`config.mk`:
```
export PLATFORM = sky130hd
export DESIGN_NAME = shift_add_mul_unit_flat
export DESIGN_NICKNAME = d
export VERILOG_FILES = /design/src/rtl/mul_if.sv /design/src/rtl/shift_add_mul_unit.sv /design/src/flat_wrapper.sv
export SDC_FILE = /design/constraint.sdc
export NUM_CORES = 1
export LEC_CHECK = 0
export CORE_ASPECT_RATIO = 0.7
export CORE_MARGIN = 1
export CORE_UTILIZATION = 35
export CTS_BUF_LIST = sky130_fd_sc_hd__clkbuf_4 sky130_fd_sc_hd__clkbuf_8
export DETAILED_ROUTE_END_ITERATION = 8
export GPL_ROUTABILITY_DRIVEN = 0
export PLACE_DENSITY = 0.52
export SETUP_SLACK_MARGIN = 0.4
export SYNTH_ARGS = -nofsm -noshare
export SYNTH_HDL_FRONTEND = slang
export SYNTH_SLANG_ARGS = --single-unit
```
`constraint.sdc`:
```
create_clock -name clk -period 9.09 [get_ports clk]
set_input_delay 0.909 -clock clk [delete_from_list [all_inputs] [get_ports clk]]
set_output_delay 0.909 -clock clk [all_outputs]
set_load 0.05 [all_outputs]
```
`src/rtl/mul_if.sv`:
```
// mul_if: multiply request/response bundle between the MUL reservation station and shift_add_mul_unit
interface mul_if #(parameter int WIDTH = 32, parameter int TAG_W = 3);
   logic             req_valid;
   logic             req_ready;
   logic [1:0]       req_mul_type;
   logic [WIDTH-1:0] req_a;
   logic [WIDTH-1:0] req_b;
   logic [TAG_W-1:0] req_tag;
   logic             resp_valid;
   logic             resp_ack;
   logic [WIDTH-1:0] resp_value;
   logic [TAG_W-1:0] resp_tag;
   modport master(output req_valid, req_mul_type, req_a, req_b, req_tag, resp_ack,
                  input req_ready, resp_valid, resp_value, resp_tag);
   modport slave(input req_valid, req_mul_type, req_a, req_b, req_tag, resp_ack,
                 output req_ready, resp_valid, resp_value, resp_tag);
endinterface

```
`src/rtl/shift_add_mul_unit.sv`:
```
// shift_add_mul_unit: RV32M shift-add multiplier, one multiplier bit per cycle, tagged CDB result.
// Define MUL_EARLY_TERM_EN to leave CALC as soon as the remaining multiplier bits are zero.
module shift_add_mul_unit #(
   parameter int WIDTH = 32,
   parameter int TAG_W = 3
) (
   input logic  clk,
   input logic  rst_n,
   input logic  flush,
   mul_if.slave bus
);
   localparam int CW = $clog2(WIDTH) + 1;
   localparam logic [1:0] IDLE = 2'd0, CALC = 2'd1, FIX = 2'd2, DONE = 2'd3;
   logic [1:0]         state, mul_type;
   logic [2*WIDTH-1:0] acc, mcand, fix_acc;
   logic [WIDTH-1:0]   mplier, resp_value;
   logic [CW-1:0]      cnt;
   logic [TAG_W-1:0]   tag, resp_tag;
   logic               neg, resp_valid, sign_a, sign_b, last;
   // a is signed for MULH/MULHSU, b only for MULH
   assign sign_a = bus.req_a[WIDTH-1] & (bus.req_mul_type == 2'b01 | bus.req_mul_type == 2'b10);
   assign sign_b = bus.req_b[WIDTH-1] & (bus.req_mul_type == 2'b01);
   assign fix_acc = neg ? -acc : acc;
`ifdef MUL_EARLY_TERM_EN
   assign last = mplier[WIDTH-1:1] == '0;
`else
   assign last = cnt == CW'(WIDTH - 1);
`endif
   assign bus.req_ready = rst_n && state == IDLE && !flush;
   assign bus.resp_valid = resp_valid;
   assign bus.resp_value = resp_value;
   assign bus.resp_tag = resp_tag;
   always_ff @(posedge clk or negedge rst_n)
      if (!rst_n) begin
         state <= IDLE;
         mul_type <= '0;
         acc <= '0;
         mcand <= '0;
         mplier <= '0;
         cnt <= '0;
         tag <= '0;
         neg <= 1'b0;
         resp_valid <= 1'b0;
         resp_value <= '0;
         resp_tag <= '0;
      end else if (flush) begin
         state <= IDLE;
         resp_valid <= 1'b0;
      end else
         case (state)
            IDLE:
               if (bus.req_valid) begin
                  state <= CALC;
                  mul_type <= bus.req_mul_type;
                  tag <= bus.req_tag;
                  neg <= sign_a ^ sign_b;
                  acc <= '0;
                  cnt <= '0;
                  mcand <= {{WIDTH{1'b0}}, sign_a ? -bus.req_a : bus.req_a};
                  mplier <= sign_b ? -bus.req_b : bus.req_b;
               end
            CALC: begin
               acc <= acc + (mplier[0] ? mcand : '0);
               mcand <= mcand << 1;
               mplier <= mplier >> 1;
               cnt <= cnt + CW'(1);
               state <= last ? FIX : CALC;
            end
            FIX: begin
               resp_value <= mul_type == 2'b00 ? fix_acc[WIDTH-1:0] : fix_acc[2*WIDTH-1:WIDTH];
               resp_tag <= tag;
               resp_valid <= 1'b1;
               state <= DONE;
            end
            default:
               if (bus.resp_ack) begin
                  resp_valid <= 1'b0;
                  state <= IDLE;
               end
         endcase
endmodule
```
`src/flat_wrapper.sv`:
```
// flat-port wrapper written by rule: the top's interface ports become plain ports
module shift_add_mul_unit_flat 
#(
   parameter int WIDTH = 32,
   parameter int TAG_W = 3
)
  (clk, rst_n, flush, bus_req_valid, bus_req_mul_type, bus_req_a, bus_req_b, bus_req_tag, bus_resp_ack, bus_req_ready, bus_resp_valid, bus_resp_value, bus_resp_tag);
  mul_if #(.WIDTH(WIDTH), .TAG_W(TAG_W)) bus_i ();
  input logic clk;
  input logic rst_n;
  input logic flush;
  input wire logic [$bits(bus_i.req_valid)-1:0] bus_req_valid;
  input wire logic [$bits(bus_i.req_mul_type)-1:0] bus_req_mul_type;
  input wire logic [$bits(bus_i.req_a)-1:0] bus_req_a;
  input wire logic [$bits(bus_i.req_b)-1:0] bus_req_b;
  input wire logic [$bits(bus_i.req_tag)-1:0] bus_req_tag;
  input wire logic [$bits(bus_i.resp_ack)-1:0] bus_resp_ack;
  output wire logic [$bits(bus_i.req_ready)-1:0] bus_req_ready;
  output wire logic [$bits(bus_i.resp_valid)-1:0] bus_resp_valid;
  output wire logic [$bits(bus_i.resp_value)-1:0] bus_resp_value;
  output wire logic [$bits(bus_i.resp_tag)-1:0] bus_resp_tag;
  assign bus_i.req_valid = bus_req_valid;
  assign bus_i.req_mul_type = bus_req_mul_type;
  assign bus_i.req_a = bus_req_a;
  assign bus_i.req_b = bus_req_b;
  assign bus_i.req_tag = bus_req_tag;
  assign bus_i.resp_ack = bus_resp_ack;
  assign bus_req_ready = bus_i.req_ready;
  assign bus_resp_valid = bus_i.resp_valid;
  assign bus_resp_value = bus_i.resp_value;
  assign bus_resp_tag = bus_i.resp_tag;
  shift_add_mul_unit #(.WIDTH(WIDTH), .TAG_W(TAG_W)) u_core (.clk(clk), .rst_n(rst_n), .flush(flush), .bus(bus_i));
endmodule
```
==> run metrics <==
Clock Path Buffers 3; CTS root buf clkbuf_8; largest net degree at the start of global routing 129; sequential-to-total area share from yosys stat 34.4%; combinational family with the most area after synthesis compound AO/OA/AOI/OAI gates; setup TNS 0 ps; die area 44400 um2; vias per std cell between 5 and 6; CP max FO 37; PostCTS Resize Cnt 0; fmax 0.185 GHz; max-slew violations 0; PortBufs 110; placed cell count 2472; post-DP HPWL around 34 mm; Hold-fix buffers, CTS 0; Yosys warning total 0; wire length per cell 18.2 um; EDFF count, synth 0; TritonCTS clock tree yes; Crit. End Element flip-flop; first-pass GRT wire length around 75 mm; DRT antenna net count 0; max-cap violations 0; P_leak 7.52 nW; Comb pwr share 40.9%; predominant post-synthesis flop cell dfrtp_1; Post-route DRC 0; Synth Area in XOR/XNOR 9.53%; Setup crit start kind flip-flop; Setup CP Type reg -> reg; Hold Violations, Final 0; post-CTS setup buffer count 0; outcome completed; Slew HR 32.2%; number of global-route vias before repair approximately 13000; Boundary Pins 111; Synth area leaders dfrtp_1 34%, o21ai_0 8.2%, nand2_1 6.1%, ha_1 5.9%, a21oi_1 5.8%; Initial Util 35.8%; mux contribution to synthesized area less than 1%; Core Area 42600 um2; Die Width approximately 250 um; fin cells 2541; Tightest Pin Transition 1010 ps; Antenna diodes 0; Initial DRC Count 1104; clock-pin transition on the worst setup and hold timing paths ~60 ps; unrepaired setup endpoints after global routing false; CP arrival 5880 ps; Final period util 59.4%; Max H-tree Level 2; clk_skew 35.1 ps; simple-gate share of the synthesized area 20.4%; flops & latches, synth 210; area leader, netlist dfrtp_1; P_int 2.32 mW; routed vias ~14000; Net Sw Power 1.69 mW; HP Class in -> async; Tmin final about 5400 ps; Nets 2075; Remaining Overflow, GRT 0; TritonCTS buffer count 39; Reg power frac 34.7%; overall routing resource usage approximately a fifth; first drt pass iteration count 7; Die H roughly 180 um; Mapped Cells 1883; complex-gate fraction of the synthesized area 25.2%; share of cells above drive strength 1 5.93%; mapped cell area around 15000 um2; clk sinks 210; Mapped Nets 2030; Avg Cell Area, Syn roughly 8.1 um2; Layout area overhead 15.3%; synth unique cells 71; Async SR Flop Fraction 100%; share of the synthesized area in the top cell type around a third; clock network power share roughly 24%; worst skew pair latency 570 ps; count of final setup violators 0; Pwr Total 4.01 mW; WP data required roughly 9600 ps; FP Rows between 60 and 70; sw frac between 40% and 50%; Power Density 228 nW/um2; initial antenna violation count 1; Max VDD drop 0.000107 V; Detailed Route WL roughly 46 mm; synthesized-area fraction occupied by adder cells 6.04%
-- cells in the final DEF (no fill, tap or decap), types with 10 or more instances in the layout --
| master | count |
|---|---|
| o21ai_0 | 250 |
| nand2_1 | 249 |
| dfrtp_1 | 209 |
| a21oi_1 | 176 |
| nor2_1 | 122 |
| clkdlybuf4s50_1 | 109 |
| xnor2_1 | 86 |
| xor2_1 | 80 |
| ha_1 | 71 |
| and2_1 | 67 |
| clkbuf_8 | 47 |
| a22o_1 | 44 |
| nor3_1 | 33 |
| a21o_1 | 33 |
| nand4_1 | 31 |
| inv_1 | 29 |
| o31ai_1 | 29 |
| or3_1 | 26 |
| nand3_1 | 23 |
| nand2b_1 | 16 |
| or4_1 | 15 |
| nor4_1 | 15 |
| o41ai_1 | 14 |
| a22oi_1 | 13 |
| clkbuf_4 | 12 |
| a211oi_1 | 11 |
| buf_4 | 11 |
| o21a_1 | 10 |
-- path summary, 6_finish.rpt --
kind | startpoint | to | slack, ps | depth (start not counted)
max in group asynchronous | rst_n | u_core.mcand[52]$_DFFE_PN0P_ | 7500 | 2
min | rst_n | u_core.mul_type[1]$_DFFE_PN0P_ | 330 | 1
max reg2reg | u_core.mplier[0]$_DFFE_PN0P_ | u_core.acc[58]$_DFFE_PN0P_ | 3690 | 15
min reg2reg | u_core.tag[0]$_DFFE_PN0P_ | u_core.bus.resp_tag[0]$_DFFE_PN0P_ | 460 | 2
max | u_core.mplier[0]$_DFFE_PN0P_ | u_core.acc[58]$_DFFE_PN0P_ | 3690 | 15
min in group clk | u_core.tag[0]$_DFFE_PN0P_ | u_core.bus.resp_tag[0]$_DFFE_PN0P_ | 460 | 2
-- state kept, by name, summed over array words and instances (netlist names) --
| name | flops |
|---|---|
| u_core.acc | 64 |
| u_core.state | 2 |
| u_core.bus.resp_tag | 3 |
| u_core.bus.resp_value | 32 |
| u_core.mul_type | 2 |
| u_core.mcand | 64 |
| u_core.neg | 1 |
| u_core.mplier | 32 |
| u_core.tag | 3 |
| u_core.cnt | 6 |
| u_core.bus.resp_valid | 1 |
-- layout make-up --
cell class / instances / area, um2
fill: 4312 / 25100
multi-input combinational: 1526 / 9470
sequential: 210 / 5260
timing repair buffer: 122 / 1210
clock buffer: 59 / 737
tap: 585 / 732
inverter: 29 / 109
clock inverter: 10 / 83.8
-- worst max-delay path: stages (launching register included) --
cell and delay [ps]:
dfrtp_1 890, buf_4 390, and2_1 160, ha_1 190
inv_1 70, fa_1 410, nor2b_1 160, o21bai_1 100
a31oi_1 310, a41oi_1 350, o41ai_1 950, a31o_2 320
a21oi_1 150, o31a_1 350, or4_1 400, nand3_1 80
-- layer usage --
metal	part of all wire (%)	global-route usage [%]
met3	5.8	3.46
met4	1.3	4.27
met2	41	30.3
met5	0	0
met1	52	32.5
-- cell families (layout without fill, tap and decap cells) --
group | after synthesis | in the layout
XOR/XNOR | 166 | 166
adder cells (fa/ha/maj) | 73 | 73
buffers and inverters | 147 | 220
multiplexers | 10 | 10
AND/OR/NAND/NOR | 642 | 642
flip-flops | 210 | 210
AO/OA/AOI/OAI | 635 | 635
-- cells in the mapped netlist, types with 15 or more instances --
cell type and count:
o21ai_0 250, a22o_1 44, nand2b_1 17, or3_1 26
nor3_1 33, nor4_1 15, o31ai_1 29, ha_1 72
a21oi_1 176, xnor2_1 86, dfrtp_1 210, nand2_1 249
nor2_1 123, xor2_1 80, a21o_1 33, clkbuf_1 105
or4_1 15, and2_1 67, inv_1 29, nand3_1 23
nand4_1 31
-- stage by stage --
stage          hold WS, ps  util (%)  area [um2]  setup slack [ps]
3_3_place_gp           445      39.3       16800              3980
5_1_grt                366      41.3       17600              3250
2_1_floorplan          433         -       15300              5110
6_report               334      41.3       17600              3690
3_5_place_dp           451      39.3       16800              3820
4_1_cts                346      41.3       17600              3770
-- power by group through the flow --
stage,clock [mW],combinational [mW],sequential [mW]
after floorplan,0,1.27,1.29
after global placement,0,1.62,1.40
after detailed placement,0,1.64,1.41
after CTS,1.01,1.64,1.39
after global routing,1.06,1.84,1.42
final,0.976,1.64,1.39
Power figures use the tool's default switching activity.
